===== config.mk =====
export PLATFORM = sky130hd
export DESIGN_NAME = inv_arbiter
export DESIGN_NICKNAME = d
export VERILOG_FILES = /design/src/rtl/inv_arbiter.sv
export SDC_FILE = /design/constraint.sdc
export NUM_CORES = 1
export LEC_CHECK = 0
export CORE_AREA = 2 2 699 701
export CTS_CLUSTER_DIAMETER = 150
export DETAILED_ROUTE_END_ITERATION = 10
export DIE_AREA = 0 0 701 703
export GPL_TIMING_DRIVEN = 0
export SYNTH_ARGS = -nofsm -noshare
export SYNTH_HDL_FRONTEND = slang
export SYNTH_SLANG_ARGS = --single-unit

===== constraint.sdc =====
create_clock -name clk -period 4.1 [get_ports clk]
set_input_delay 1.23 -clock clk [delete_from_list [all_inputs] [get_ports clk]]
set_output_delay 1.23 -clock clk [all_outputs]
set_load 0.02 [all_outputs]

===== src/rtl/inv_arbiter.sv =====
// inv_arbiter: shares one Montgomery inverter between two requesters.
//
// A round-robin FSM (IDLE -> ISSUE -> WAIT -> RESP) grants one port at a time,
// latches its operand into inv_X, runs the inverter's request/result handshake,
// and holds the result on R until the owning port accepts it. A zero operand
// is answered locally with R = 0, err = 1 and never reaches the inverter.
//
// Ports:
//   clk, rst_n                  clock, asynchronous active-low reset
//   M                           modulus, forwarded combinationally to inv_M
//   req_valid0/1, X0/X1         requests and operands from port 0/1
//   req_ready0/1                one-cycle accept pulse per granted request
//   res_valid0/1, res_ready0/1  result handshake per port (owner only)
//   R, err                      result and zero-operand flag
//   busy                        high whenever the FSM is not in IDLE
//   inv_rst                     active-high inverter reset (sync release)
//   inv_X, inv_M                operand and modulus to the inverter
//   inv_req_valid/inv_req_ready request handshake to the inverter
//   inv_req_busy                inverter busy, monitored only
//   inv_res_valid/inv_res_ready result handshake from the inverter
//   inv_R                       inverter result
module inv_arbiter #(
  parameter int unsigned N = 255
) (
  input  logic         clk,
  input  logic         rst_n,
  input  logic [N-1:0] M,
  input  logic         req_valid0,
  input  logic [N-1:0] X0,
  output logic         req_ready0,
  input  logic         req_valid1,
  input  logic [N-1:0] X1,
  output logic         req_ready1,
  output logic         res_valid0,
  input  logic         res_ready0,
  output logic         res_valid1,
  input  logic         res_ready1,
  output logic [N-1:0] R,
  output logic         err,
  output logic         busy,
  output logic         inv_rst,
  output logic [N-1:0] inv_X,
  output logic [N-1:0] inv_M,
  output logic         inv_req_valid,
  input  logic         inv_req_ready,
  input  logic         inv_req_busy,
  input  logic         inv_res_valid,
  output logic         inv_res_ready,
  input  logic [N-1:0] inv_R
);

  typedef enum logic [1:0] {StIdle, StIssue, StWait, StResp} state_e;

  state_e       r_state;
  logic [1:0]   r_rst_sync;
  logic         r_rr;
  logic         r_owner;
  logic [N-1:0] r_inv_x;
  logic [N-1:0] r_r;
  logic         r_err;
  logic         r_req_ready0;
  logic         r_req_ready1;
  logic         r_res_valid0;
  logic         r_res_valid1;
  logic         r_inv_req_valid;
  logic         r_inv_res_ready;

  logic         w_grant_any;
  logic         w_grant_sel;
  logic [N-1:0] w_grant_x;
  logic         w_res_ready_own;

  // No grant while the inverter is still held in reset.
  assign w_grant_any     = (req_valid0 | req_valid1) & ~r_rst_sync[1];
  // Contention goes to the pointer; a lone requester always wins.
  assign w_grant_sel     = (req_valid0 & req_valid1) ? r_rr : req_valid1;
  assign w_grant_x       = w_grant_sel ? X1 : X0;
  assign w_res_ready_own = r_owner ? res_ready1 : res_ready0;

  // Inverter reset: asserts with rst_n, releases on the second clock after it.
  always_ff @(posedge clk or negedge rst_n) begin
    if (!rst_n) begin
      r_rst_sync <= 2'b11;
    end else begin
      r_rst_sync <= {r_rst_sync[0], 1'b0};
    end
  end

  always_ff @(posedge clk or negedge rst_n) begin
    if (!rst_n) begin
      r_state         <= StIdle;
      r_rr            <= 1'b0;
      r_owner         <= 1'b0;
      r_inv_x         <= '0;
      r_r             <= '0;
      r_err           <= 1'b0;
      r_req_ready0    <= 1'b0;
      r_req_ready1    <= 1'b0;
      r_res_valid0    <= 1'b0;
      r_res_valid1    <= 1'b0;
      r_inv_req_valid <= 1'b0;
      r_inv_res_ready <= 1'b0;
    end else begin
      // Pulsed outputs default low every cycle.
      r_req_ready0    <= 1'b0;
      r_req_ready1    <= 1'b0;
      r_inv_res_ready <= 1'b0;
      case (r_state)
        StIdle: begin
          if (w_grant_any) begin
            r_owner      <= w_grant_sel;
            r_inv_x      <= w_grant_x;
            r_req_ready0 <= ~w_grant_sel;
            r_req_ready1 <= w_grant_sel;
            if (w_grant_x == '0) begin
              // Zero has no inverse: answer locally, inverter untouched.
              r_r          <= '0;
              r_err        <= 1'b1;
              r_res_valid0 <= ~w_grant_sel;
              r_res_valid1 <= w_grant_sel;
              r_state      <= StResp;
            end else begin
              r_inv_req_valid <= 1'b1;
              r_err           <= 1'b0;
              r_state         <= StIssue;
            end
          end
        end
        StIssue: begin
          if (inv_req_ready) begin
            r_inv_req_valid <= 1'b0;
            r_state         <= StWait;
          end
        end
        StWait: begin
          if (inv_res_valid) begin
            r_r             <= inv_R;
            r_inv_res_ready <= 1'b1;
            r_res_valid0    <= ~r_owner;
            r_res_valid1    <= r_owner;
            r_state         <= StResp;
          end
        end
        StResp: begin
          if (w_res_ready_own) begin
            r_res_valid0 <= 1'b0;
            r_res_valid1 <= 1'b0;
            r_rr         <= ~r_owner;
            r_state      <= StIdle;
          end
        end
        default: r_state <= StIdle;
      endcase
    end
  end

  assign req_ready0    = r_req_ready0;
  assign req_ready1    = r_req_ready1;
  assign res_valid0    = r_res_valid0;
  assign res_valid1    = r_res_valid1;
  assign R             = r_r;
  assign err           = r_err;
  assign busy          = (r_state != StIdle);
  assign inv_rst       = r_rst_sync[1];
  assign inv_X         = r_inv_x;
  assign inv_M         = M;
  assign inv_req_valid = r_inv_req_valid;
  assign inv_res_ready = r_inv_res_ready;

  // A request must never be offered to a busy inverter outside the issue window.
  a_no_issue_while_busy : assert property (@(posedge clk) disable iff (!rst_n)
    (r_state != StIssue) |-> !(inv_req_valid && inv_req_busy));

endmodule


==> results of run 1 <==
-- layout make-up --
class,instances,share of cell area (%)
diodes,115,0.5524
plain buffers,424,5.450
clock buffers,108,4.475
clock inverters,33,0.8119
inverters,5,0.03603
multi-input cells,1511,17.19
flip-flops and latches,523,25.13
well taps,6450,15.49
repair buffers,1592,30.87
-- through the flow --
step / power (mW) / hold slack [ps]
2_1_floorplan: 14.86 / 345.2
3_5_place_dp: 29.17 / 347.2
3_3_place_gp: 29.10 / 346.3
4_1_cts: 37.35 / 279.8
6_report: 36.53 / 355.5
5_1_grt: 38.08 / 343.6
-- worst max-delay path: stages --
cell and delay, ps:
clkdlybuf4s50_1 450, nor4_1 690, nand4_1 280, nor4_2 200, buf_4 230, o22ai_2 180
a2111oi_4 360, buf_12 190, o21bai_4 100, buf_12 170, buf_4 170, buf_6 130
a22o_1 230
-- metal layers --
layer | GRT usage [%] | up-vias
met4 | 6.105 | 236
met5 | 0 | -
li1 | - | 12027
met3 | 10.72 | 953
met2 | 32.30 | 2328
met1 | 18.45 | 14795
-- worst paths after layout --
path | start | to | slack [ps]
worst max register to register | r_state[0] | inv_X[175] | 460
worst min register to register | r_rst_sync[0] | r_rst_sync[1] | 360
min in group clk | r_rst_sync[0] | r_rst_sync[1] | 360
worst max-delay path | X0[141] | R[195] | 20
worst min-delay path | rst_n | inv_X[37] | 360
max in group asynchronous | rst_n | inv_X[162] | 1710
-- cells in the final DEF, fill, tap and decap left out, types with 42 or more instances in the layout --
cell type and instances:
nor4_1 60, diode_2 115, clkbuf_1 94, nand2_1 529, dfrtp_1 521, a22o_1 255, dlygate4sd2_1 46, nor2_1 265
clkbuf_16 83, clkdlybuf4s50_1 1474, buf_4 298, nor4_2 42, a31oi_1 255
-- kinds of logic after synthesis --
group                    count (synthesis)
AO/OA/AOI/OAI                          531
adder cells (fa/ha/maj)                  4
buffers and inverters                  430
flip-flops                             523
multiplexers                             3
other                                    1
AND/OR/NAND/NOR                        972
-- what timing repair did --
item	4_1_cts	5_1_grt
buffers inserted	4	2
endpoints found under the setup margin	500	251
pin swaps	32	12
hold buffers	0	0
gates resized for setup	202	29
cloned	1	0
-- sequential cells by signal (all words and copies together), names as in the netlist --
signal         flops
inv_req_valid      1
res_valid1         1
r_owner            1
req_ready0         1
r_rr               1
res_valid0         1
r_rst_sync         2
err                1
req_ready1         1
R                255
inv_X            255
r_state            2
inv_res_ready      1
-- power by group through the flow --
stage          clock network [mW]  registers [mW]  logic, mW
5_1_grt                      8.05            9.09       20.9
3_5_place_dp                    0            8.98       20.2
3_3_place_gp                    0            8.95       20.1
2_1_floorplan                   0            10.6       4.22
6_report                     7.63            8.88       20.0
4_1_cts                      7.95            8.94       20.5
==> results.md, run 1 <==
* Cell Area, Placed at 48330 sq um
* Setup WS post-layout at 15.80 ps
* Cells after Synth at 2464
* Initial DRC Count at 2790
* Synth top area share at between 50% and 60%
* Nets at 5173
* Slew Limit Fails at 0
* CTS root buffer: clkbuf_16
* Fillers at about 56000
* Netlist cell types at 38
* Simple-Gate Fraction of Synth Area at around 17%
* Vias in the first global route at 28466
* Leak pwr at between 15 and 20 nW
* H-Tree Depth at 3
* Unrepaired setup endpoints after global routing: true
* First-pass GRT wire length at 537.6 mm
* I/O pins at 1803
* Max-cap check violation count at 0
* EDFF count, synth at 0
* R2r worst-path depth at 8
* Synth Area in Compound Gates at 16.63%
* Top_reg_cell synth: dfrtp_1
* Comb pwr share at 54.8%
* DRC Markers at 0
* Clk pwr share at a little over a fifth
* Post-DP HPWL at 440.5 mm
* Routed wire length at approximately 480 mm
* Layout area overhead at 117.0%
* CTS tree: yes
* Longest Clk Path Bufs at 4
* Synth Area in XOR/XNOR at 0%
* Syn nets at 3497
* Net switching power at 18.44 mW
* Reg clk slew, reported paths at 60 ps
* M1 WL at 159.4 mm
* Synth Area in Adders at 0.2085%
* Power per Cell Area at ~700 nW/um^2
* Post-synth top cells: nand2_1 (529), dfrtp_1 (521), buf_4 (272), nor2_1 (268)
* Initial antenna violation count at 436
* Largest family of logic cells by synthesized area: simple AND/OR/NAND/NOR gates
* Ys async rst share at 100.0%
* Layout cells sized above 1 at between 10% and 20%
* CP Launch Type: input pin
* Tcrit/Tclk final at 99.61%
* Multi-input logic area at 8952 sq um
* Synth Warn # at 0
* Port Buffers at 1546
* Initial core utilization at 4.949%
* Non-Filler Instances at 10761
* Critical path peak fanout at 10
* Clock Latency Late Sink at 800 ps
* Slew at the pin closest to its max-slew limit at 1208 ps
* Core box area at between 400000 and 500000 sq um
* FF+latch count, synth at 523
* Design Area, Final at 52090 sq um
* Die height at approximately 700 um
* Internal Power at around 18 mW
* Clock skew at just over 60 ps
* Highest clock rate at between 200 and 250 MHz
* Post-synthesis area per instance at 9.740 sq um
* Via count at around 30000
* Worst hold path class: input pin to asynchronous set/reset pin
* Switching share of power at 50.48%
* Util after Layout at about 11%
* Mapped Area at about 24000 sq um
* CTS sink cnt at between 500 and 600
* RePlAce Congestion at 1.048
* Final Hold Violating Endpoints at 0
* Max VDD drop at 302.7 uV
* Die area at 492800 sq um
* Die Width at 701 um
* Pre-Repair DR Iteration Count at 5
* Post-synthesis mux area share at less than 1%
* Via density at 2.819
* CP Capture Type: register
* Most common cell in the synthesized netlist: nand2_1
* Met2 wire len at 233.0 mm
* Post-synth top area cell: dfrtp_1
* Worst Path Arrival at 4710 ps
* Routed WL per cell at ~44 um
* Placed Cells at 10499
* Outcome: complete, no violations
* Placement row count at 256
* DR top layer: met5
* Largest net degree at the start of global routing at 100
* Sequential area share after synthesis at 54.54%
* Overall global routing resource usage at 18.55%
* Sequential share of power at 24.3%
* Place WS at -3260 ps
* Min cycle time layout at 4084 ps
* TNS Setup at 0 ps
* Critical setup path kind: input pin to register
* Synth top area cells: dfrtp_1 (54%), a22o_1 (9.3%), buf_4 (8.5%)
* Slew margin rel. at between 10% and 20%
* Sequential cell area at 13090 sq um
* Final setup vio count at 0
* Gr ovfl total at 0
* Met3 Wirelength at 64.07 mm
* Clock buffer count from CTS at 83
* Critical path required time at 4730 ps
* Antenna Nets Post-Route at 0
Note: power is estimated with default switching activity, not from simulation.
==> run 2, diff against run 1 <==
Settings changed: TNS_END_PERCENT set to 50.
==> results of run 2 <==
Same layout as run 1: the final DEF is identical, and so are final timing and power.
